--- src/rtl/mem_vector_sequencer.sv ---
// Strided vector load/store sequencer for the six-bank byte-wide unified memory.
// Optional abort input is enabled with `define MEMSEQ_ABORT_EN.
module mem_vector_sequencer #(
  parameter int WIDTH = 16,
  parameter int LENW  = 4
) (
  input  logic               clk,
  input  logic               rst_n,
`ifdef MEMSEQ_ABORT_EN
  input  logic               abort,
`endif
  input  logic               cmd_valid,
  output logic               cmd_ready,
  input  logic               cmd_store,
  input  logic [WIDTH-1:0]   cmd_base,
  input  logic [WIDTH-1:0]   cmd_stride,
  input  logic [LENW-1:0]    cmd_len,
  input  logic [5:0]         cmd_mask,
  input  logic               wdat_valid,
  output logic               wdat_ready,
  input  logic [47:0]        wdat,
  output logic               rdat_valid,
  input  logic               rdat_ready,
  output logic [47:0]        rdat,
  output logic               done,
  output logic [5:0]         mem_we,
  output logic [WIDTH*6-1:0] mem_a,
  output logic [WIDTH*6-1:0] mem_wd,
  input  logic [47:0]        mem_rd
);

  localparam logic [1:0] IDLE = 2'd0;
  localparam logic [1:0] RUN  = 2'd1;
  localparam logic [1:0] LAST = 2'd2;

  logic [1:0]       state;
  logic             store_q;
  logic [WIDTH-1:0] stride_q;
  logic [WIDTH-1:0] addr_q;
  logic [5:0]       mask_q;
  logic [LENW-1:0]  cnt_q;
  logic [47:0]      byte_mask;
  logic             abort_hit;
  logic             cmd_fire;
  logic             store_run;
  logic             wr_fire;
  logic             ld_fire;

`ifdef MEMSEQ_ABORT_EN
  assign abort_hit = abort && (state != IDLE);
`else
  assign abort_hit = 1'b0;
`endif

  assign cmd_ready  = (state == IDLE);
  assign cmd_fire   = cmd_valid && cmd_ready;
  assign store_run  = (state == RUN) && store_q && !abort_hit;
  assign wdat_ready = store_run;
  assign wr_fire    = store_run && wdat_valid;
  assign mem_we     = wr_fire ? mask_q : 6'b0;
  // A load beat may be captured whenever the output register is empty or draining.
  assign ld_fire    = (state == RUN) && !store_q && !abort_hit && (!rdat_valid || rdat_ready);

  // NOTE: every output of a combinational block gets a default first so no latch is inferred.
  always_comb begin
    mem_a     = '0;
    mem_wd    = '0;
    byte_mask = '0;
    for (int i = 0; i < 6; i++) begin
      mem_a[i*WIDTH +: WIDTH]  = addr_q;
      mem_wd[i*WIDTH +: WIDTH] = {{(WIDTH-8){1'b0}}, wdat[i*8 +: 8]};
      byte_mask[i*8 +: 8]      = {8{mask_q[i]}};
    end
  end

  // NOTE: sequential state uses non-blocking assignments so all registers update together.
  always_ff @(posedge clk or negedge rst_n) begin
    if (!rst_n) begin
      state      <= IDLE;
      store_q    <= 1'b0;
      stride_q   <= '0;
      addr_q     <= '0;
      mask_q     <= '0;
      cnt_q      <= '0;
      rdat       <= '0;
      rdat_valid <= 1'b0;
      done       <= 1'b0;
    end else begin
      done <= 1'b0;
      if (abort_hit) begin
        state      <= IDLE;
        rdat_valid <= 1'b0;
        done       <= 1'b1;
      end else begin
        case (state)
          IDLE: begin
            if (cmd_fire) begin
              if (cmd_len != '0) begin
                state    <= RUN;
                store_q  <= cmd_store;
                stride_q <= cmd_stride;
                mask_q   <= cmd_mask;
                addr_q   <= cmd_base;
                cnt_q    <= cmd_len;
              end else begin
                done <= 1'b1;
              end
            end
          end
          RUN: begin
            if (wr_fire || ld_fire) begin
              addr_q <= addr_q + stride_q;
              cnt_q  <= cnt_q - 1'b1;
              if (cnt_q == LENW'(1)) begin
                state <= store_q ? IDLE : LAST;
                done  <= store_q;
              end
            end
            if (ld_fire) begin
              rdat       <= mem_rd & byte_mask;
              rdat_valid <= 1'b1;
            end
          end
          LAST: begin
            if (rdat_valid && rdat_ready) begin
              state      <= IDLE;
              rdat_valid <= 1'b0;
              done       <= 1'b1;
            end
          end
          default: state <= IDLE;
        endcase
      end
    end
  end

endmodule

--- config.mk ---
export PLATFORM = sky130hd
export DESIGN_NAME = mem_vector_sequencer
export DESIGN_NICKNAME = d
export VERILOG_FILES = /design/src/rtl/mem_vector_sequencer.sv
export SDC_FILE = /design/constraint.sdc
export NUM_CORES = 1
export LEC_CHECK = 0
export CAP_MARGIN = 20
export CORE_AREA = 10 10 144 146
export CTS_CLUSTER_DIAMETER = 40
export DETAILED_ROUTE_END_ITERATION = 8
export DIE_AREA = 0 0 154 156
export GPL_TIMING_DRIVEN = 0
export HOLD_SLACK_MARGIN = 0.12
export PLACE_DENSITY = 0.75
export SYNTH_ARGS = -nofsm -noshare
export SYNTH_HDL_FRONTEND = slang
export SYNTH_SLANG_ARGS = --single-unit
--- constraint.sdc ---
create_clock -name clk -period 5.4 [get_ports clk]
set_input_delay 1.62 -clock clk [delete_from_list [all_inputs] [get_ports clk]]
set_output_delay 1.62 -clock clk [all_outputs]
set_load 0.005 [all_outputs]
; Word level (Yosys, flattened, before mapping)
; Cells that the tools add are included.
[word_totals]
register_bits = 95
latchBits = 0
mem_bits_rw = 0
romBits = 0
inputBits = 144
out_inout_bits = 250
elab_cells = 65
n_memories = 0
[op_classes]
addsub = 2
multipliers = 0
div_mod_pow = 0
n_lt_le_gt_ge = 0
eq_ne = 9
shifts = 0
mux = 25
n_bitwise = 1
reduce_logical = 19
[op_table]
columns = operator, n
row1 = $and 48x48->48, 1
row2 = $mux 16, 3
row3 = $pmux 16 s2, 1
row4 = $add 16x16->16, 1
row5 = $mux 2, 6
row6 = $mux 4, 3
row7 = $ne 2x1->1 const B, 4
row8 = $pmux 4 s2, 1
row9 = $mux 1, 7
row10 = $logic_and 1x1->1, 6
row11 = $mux 6, 1
row12 = $pmux 2 s3, 1
row13 = $reduce_and 3->1, 2
row14 = $reduce_and 5->1, 1
row15 = $eq 4x1->1 const B, 1
row16 = $ne 2x2->1 const B, 2
row17 = $reduce_and 4->1, 1
row18 = $reduce_bool 2->1, 2
row19 = $reduce_bool 4->1, 1
row20 = $sub 4x1->4 const B, 1
row21 = $pmux 1 s3, 1
row22 = $eq 2x1->1 const B, 1
row23 = $eq 2x2->1 const B, 1
row24 = $logic_not 1->1, 2
row25 = other kinds (4), 5

; Depth between registers and ports, before layout
; Gate-level depths: netlist of run 1.
[depth]
word_depth = 6
ltp_mapped = 8
mapped_depth_nobuf = 8

; Worst setup path before layout of run 1
; No wires, ideal clock.
[synth_timing]
kind = input port to output port
from = input port wdat_valid
to = output port mem_we[0]
t_arrival_ns = 1.972
required_ns = 3.780
path_slack_ns = 1.808
cell_stages = 2
path_buffers = 0
cell_sequence = and3_1 and2_1
[synth_via]
elab_chain_len = 2
[synth_rtl]
columns = item, line_no
row1 = start: declaration, 19  ; input logic wdat_valid,
row2 = $logic_and 1x1->1, 59  ; assign wr_fire = store_run && wdat_valid;
row3 = $mux 6, 60  ; assign mem_we = wr_fire ? mask_q : 6'b0;
row4 = end: declaration, 26  ; output logic [5:0] mem_we,
; No other way between the ends.

; Worst setup path after layout of run 1
[layout_timing]
from = input port wdat_valid
to = output port mem_we[5]
; The elaborated chain is that of the path after synthesis.

==> out/metrics.cfg, run 1 <==
[synth]
synth.top_cells.by_count=179 x buf_4, 128 x nand2_1, 95 x dfrtp_1
ys_top_cells_by_area=dfrtp_1 38%, buf_4 22%, nand2_1 7.7%, nand3_1 4.6%, mux2_2 4.2%
ys_types=55
synth_warnings=0
syn_inst=707
yosysSeqAreaShare=0.382
avgSynthCellArea_sq_um=8.80
synth_top_area_share=0.382
synthArstFlopShare=1.00
synth_largest_area_cell=dfrtp_1
synth_edf_count=0
synth.cell_area_sq_um=6220
synthFlopType=dfrtp_1
synth_most_common_cell=buf_4
ys_ff_latch=95

[detailed_routing]
drc=0
drt_iter0_drc=435
viasPerCell=4.48
firstDrtPassIters=6
wl_per_cell_um=17.0
routed_wl_mm=22.0
route.vias.total=5813
ant_nets=0

[cts]
cts_buffers=9
cts_resized=0
clk_transition_reported_paths_ns=0.07
cts_setup_buffers=0
clockBufferDepth=2
cts_sinks=95
htree_levels=3
cts_hold_buf=0
insertion_delay_ns=0.35
cts_tree=built
clockRootBuffer=clkbuf_16

[critical_path]
worstSetupEndpointType=primary output
cpPeakStageDelay_ns=0.53
slowest_stage=clkdlybuf4s50_1
crit_path_start_kind=input pin
cp_max_fo=7
arrival_ns=3.19
cp_cell_sequence=clkdlybuf4s50_1, and3_1, and2_1, clkdlybuf4s50_1
crit_type=in -> out
required_ns=3.78
cp_common_cell=clkdlybuf4s50_1

[global_route]
global_route.overflow_total=0
first_global_vias=5906
track_usage=0.173
grt_pass1_wl_mm=33.3
grt_max_degree=63
antenna_found_initial=1

[pwr]
peakVddDrop_mv=0.343
p_leak_uw=0.00473
power_density_nw_per_um2=542

[die]
core-area_sq_um=17800
dieArea_sq_um=24000
die_w_um=154
initial_core_util=0.349
rows=49
ios=394
die_y_um=156

[cells_and_area]
final_nets=1225
post_route_cells_drive_above_1_share=0.227
antenna_cells=0
area_delta_synth_final_pct=60.7
stdcell_area_sq_um=9990

[sta]
setup_viol=0
slew_headroom=0.655
min_period_ns=4.81
slew_viol_final=0
finalClockSkew_ns=0.00985
tns_ns=0
worstMarginPinSlew_ns=0.517
rsz0062_at_grt=no
finalHoldViolCount=0
post-route-period-util=0.890
fmax_mhz=208

[min_path]
holdCritPathClass=reg -> reg

[job]
maxCapViolCount=0

[status]
status=finished clean

[place]
port_buffers=297
gp_congestion=0.875
placed_area_sq_um=9680
dp_hpwl_mm=18.2

power breakdown:
group | internal (uW) | switching, uW | total [uW]
clock | 379 | 308 | 686
combinational | 2000 | 1450 | 3460
sequential | 1000 | 275 | 1280
total | 3380 | 2040 | 5420
final timing paths:
kind | slack [ns] | to | startpoint | cells after the start
setup / recovery | 0.59 | mem_we[5] | wdat_valid | 4
setup reg to reg | 2.69 | addr_q[8]$_DFFE_PN0P_ | addr_q[0]$_DFFE_PN0P_ | 8
max in group asynchronous | 3.47 | rdat[45]$_DFFE_PN0P_ | rst_n | 2
min in group asynchronous | 1.23 | rdat[24]$_DFFE_PN0P_ | rst_n | 1
hold reg to reg | 0.47 | rdat[29]$_DFFE_PN0P_ | rdat[29]$_DFFE_PN0P_ | 2
hold / removal | 0.47 | rdat[29]$_DFFE_PN0P_ | rdat[29]$_DFFE_PN0P_ | 2
area by class of cell:
class,count,area (sq um)
Buffer,209,1490
Clock buffer,10,239
Clock inverter,6,73.8
Fill cell,1646,7850
Inverter,7,26.3
Multi-Input combinational cell,443,2500
Sequential cell,95,2380
Tap cell,229,287
Timing Repair Buffer,298,3000
cell families (layout without fill, tap and decap cells):
logic type	Yosys count	in the layout	share of synthesized area
adder cells (fa/ha/maj)	18	18	0.0374
AO/OA/AOI/OAI	98	98	0.0990
multiplexers	27	27	0.0481
AND/OR/NAND/NOR	238	238	0.169
flip-flops	95	95	0.382
XOR/XNOR	14	14	0.0197
buffers and inverters	216	530	0.244
other	1	48	0.000603
worst max-delay path: cells and delay by family:
kind,cells,cell delay [ns]
buffers and inverters,2,1.05
and+or+nand+nor,2,0.52
cells in the final DEF, fill, tap and decap left out, types with 12 or more instances in the layout:
cell type,Yosys,layout
a21oi_1,38,38
buf_4,179,180
clkbuf_1,17,17
clkdlybuf4s50_1,0,296
conb_1,1,48
dfrtp_1,95,95
ha_1,17,17
mux2_2,23,23
nand2_1,128,128
nand3_1,57,57
nor2_1,22,22
o21ai_0,24,24
xnor2_1,12,12
flip-flops by register name, summed over array words and instances (netlist names):
register    cells
addr_q         16
cnt_q           4
done            1
mask_q          6
rdat           48
rdat_valid      1
state           2
store_q         1
stride_q       16
metal layers:
metal	GRT usage	part of all wire
met1	0.192	0.38
met2	0.298	0.51
met3	0.0684	0.098
met4	0.0535	0.016
met5	0	0.00045
per-stage QoR:
stage	setup slack (ns)	cells	hold slack [ns]	util	power, uW
after detailed placement	0.573	1281	0.454	0.543	4770
final	0.593	1297	0.465	0.560	5420
after floorplan	1.81	754	0.463	-	3180
after global placement	-1.09	1280	0.449	0.541	4690
after CTS	0.574	1297	0.472	0.560	5480
after global routing	0.545	1297	0.488	0.560	5860
Note: power is estimated with default switching activity, not from simulation.
==> inputs of run 2 (changes only) <==
--- a/config.mk
+++ b/config.mk
@@ -13,6 +13,7 @@
 export GPL_TIMING_DRIVEN = 0
 export HOLD_SLACK_MARGIN = 0.12
 export PLACE_DENSITY = 0.75
+export RECOVER_POWER = 100
 export SYNTH_ARGS = -nofsm -noshare
 export SYNTH_HDL_FRONTEND = slang
 export SYNTH_SLANG_ARGS = --single-unit
==> run 2 against run 1 <==
Compared with the run above: the flow now finishes with violations (max-capacitance violations, max-slew violations); critical path depth unchanged; final cell count did not move; clock skew increased by 0.0016 ns; largest cell class unchanged.
==> out/metrics.cfg, run 2 (same netlist as run 1, synthesis figures left out) <==
[sta]
rsz0062_at_grt=no  ; unchanged
min_period_ns=4.84  ; was 4.81 ns
setup_viol=0  ; unchanged
finalHoldViolCount=0  ; unchanged
post-route-period-util=0.896  ; was 0.890
fmax_mhz=207  ; was 208 MHz
tns_ns=0  ; unchanged
slew_headroom=-0.280  ; was 0.655
finalClockSkew_ns=0.0114  ; was 0.00985 ns
worstMarginPinSlew_ns=1.92  ; was 0.517 ns
slew_viol_final=98  ; was 0

[place]
placed_area_sq_um=9680  ; unchanged
dp_hpwl_mm=18.2  ; unchanged
gp_congestion=0.875  ; unchanged
port_buffers=297  ; unchanged

[cts]
htree_levels=3  ; unchanged
insertion_delay_ns=0.35  ; about the same
cts_sinks=95  ; unchanged
cts_tree=built  ; unchanged
cts_setup_buffers=0  ; unchanged
cts_buffers=9  ; unchanged
cts_resized=0  ; unchanged
clk_transition_reported_paths_ns=0.07  ; about the same
clockBufferDepth=2  ; unchanged
cts_hold_buf=0  ; unchanged
clockRootBuffer=clkbuf_16  ; unchanged

[min_path]
holdCritPathClass=reg -> reg  ; unchanged
whs_endpoint=rdat[29]$_DFFE_PN0P_  ; unchanged
hp-start=rdat[29]$_DFFE_PN0P_  ; unchanged
hold_path_depth=2  ; unchanged

[global_route]
grt_pass1_wl_mm=33.3  ; unchanged
track_usage=0.173  ; unchanged
antenna_found_initial=2  ; was 1
global_route.overflow_total=0  ; unchanged
grt_max_degree=63  ; unchanged
first_global_vias=5906  ; unchanged

[cells_and_area]
area_delta_synth_final_pct=59.8  ; was 60.7%
seq_area_sq_um=2380  ; unchanged
biggestRegsByFlops=rdat (48), addr_q (16), stride_q (16)  ; unchanged
stdcell_area_sq_um=9940  ; was 9990 sq um
final_cell_mix=176 x clkdlybuf4s50_1, 128 x nand2_1, 120 x dlygate4sd3_1  ; was 296 x clkdlybuf4s50_1, 180 x buf_4, 128 x nand2_1
antenna_cells=0  ; unchanged
final_common_cell=clkdlybuf4s50_1  ; unchanged
final_nets=1225  ; unchanged
fillCellCount=1655  ; was 1646
post_route_cells_drive_above_1_share=0.217  ; was 0.227
multi_input_area_sq_um=2490  ; was 2500 sq um
regMostFlops=rdat  ; unchanged
largest_register_ffs=48  ; unchanged
final_util=0.557  ; was 0.560

[critical_path]
required_ns=3.78  ; about the same
r2r_end=addr_q[8]$_DFFE_PN0P_  ; unchanged
crit_path_start_kind=input pin  ; unchanged
timing.rr.start=addr_q[0]$_DFFE_PN0P_  ; unchanged
r2r_slack_ns=2.70  ; was 2.69 ns
r2r_cells=8  ; unchanged
arrival_ns=3.22  ; was 3.19 ns
crit_type=in -> out  ; unchanged
cp_max_fo=7  ; unchanged
worstSetupEndpointType=primary output  ; unchanged

[status]
status=complete, but fails checks  ; was finished clean
violations=max-capacitance violations, max-slew violations

[die]
core-area_sq_um=17800  ; unchanged
ios=394  ; unchanged
die_w_um=154  ; unchanged
initial_core_util=0.349  ; unchanged
die_y_um=156  ; unchanged
rows=49  ; unchanged
dieArea_sq_um=24000  ; unchanged

[pwr]
peakVddDrop_mv=0.332  ; was 0.343 mV
total_power_uw=5270  ; was 5420 uW
p_leak_uw=0.00482  ; was 0.00473 uW
power_density_nw_per_um2=530  ; was 542 nW/um^2

[detailed_routing]
firstDrtPassIters=4  ; was 6
viasPerCell=4.47  ; was 4.48
met2_length_mm=11.1  ; about the same
route.vias.total=5799  ; was 5813
highest_layer=met5  ; unchanged
routed_wl_mm=21.9  ; was 22.0 mm
ant_nets=0  ; unchanged
wl_per_cell_um=16.9  ; was 17.0 um
met3_length_mm=2.04  ; was 2.16 mm
wl_met1_mm=8.38  ; was 8.36 mm
drc=0  ; unchanged
drt_iter0_drc=384  ; was 435

[job]
maxCapViolCount=2  ; was 0

[run 2: cell types whose count changed in the layout (fill, tap and decap cells not counted), sizes merged]
cell / delta
buf: -88
clkbuf: +88
clkdlybuf4s50: -120
dlygate4sd3: +120
[run 2: through the flow]
step | worst slack (ns) | hold slack (ns) | cells
after global placement | -1.09 | 0.449 | 1280
after CTS | 0.574 | 0.472 | 1297
after floorplan | 1.81 | 0.463 | 754
final | 0.563 | 0.462 | 1297
after global routing | 0.506 | 0.483 | 1297
after detailed placement | 0.573 | 0.454 | 1281
[run 2: how the worst max path moves through the flow]
stage               cells after the start  startpoint                 endpoint
floorplan                               2  wdat_valid                mem_we[0]
global placement                        1       rst_n  stride_q[3]$_DFFE_PN0P_
detailed placement                      4  wdat_valid                mem_we[5]
CTS                                     4  wdat_valid                mem_we[5]
global route                            4  wdat_valid                mem_we[5]
finish                                  4  wdat_valid                mem_we[5]
[run 2: layer usage]
metal  track usage  vias to the layer above
li1              -                     2847
met1         0.192                     2687
met2         0.298                      236
met3        0.0684                       25
met4        0.0535                        4
met5             0                        -
[run 2: where the power goes]
part	internal, uW	switching [uW]	total [uW]
Combinational	1880	1440	3320
Sequential	1000	258	1260
Clock	379	308	687
Total	3260	2010	5270
[run 2: critical path, cell delays in order]
cell	delay, ns
clkdlybuf4s50_1	0.49
and3_1	0.34
and2_1	0.17
dlygate4sd3_1	0.60
[run 2: layout make-up]
| cell class | count | share of cell area |
|---|---|---|
| Timing Repair Buffer | 298 | 0.299 |
| Clock buffer | 10 | 0.0240 |
| Tap cell | 229 | 0.0288 |
| Buffer | 209 | 0.148 |
| Clock inverter | 6 | 0.00743 |
| Inverter | 7 | 0.00264 |
| Sequential cell | 95 | 0.239 |
| Multi-Input combinational cell | 443 | 0.251 |
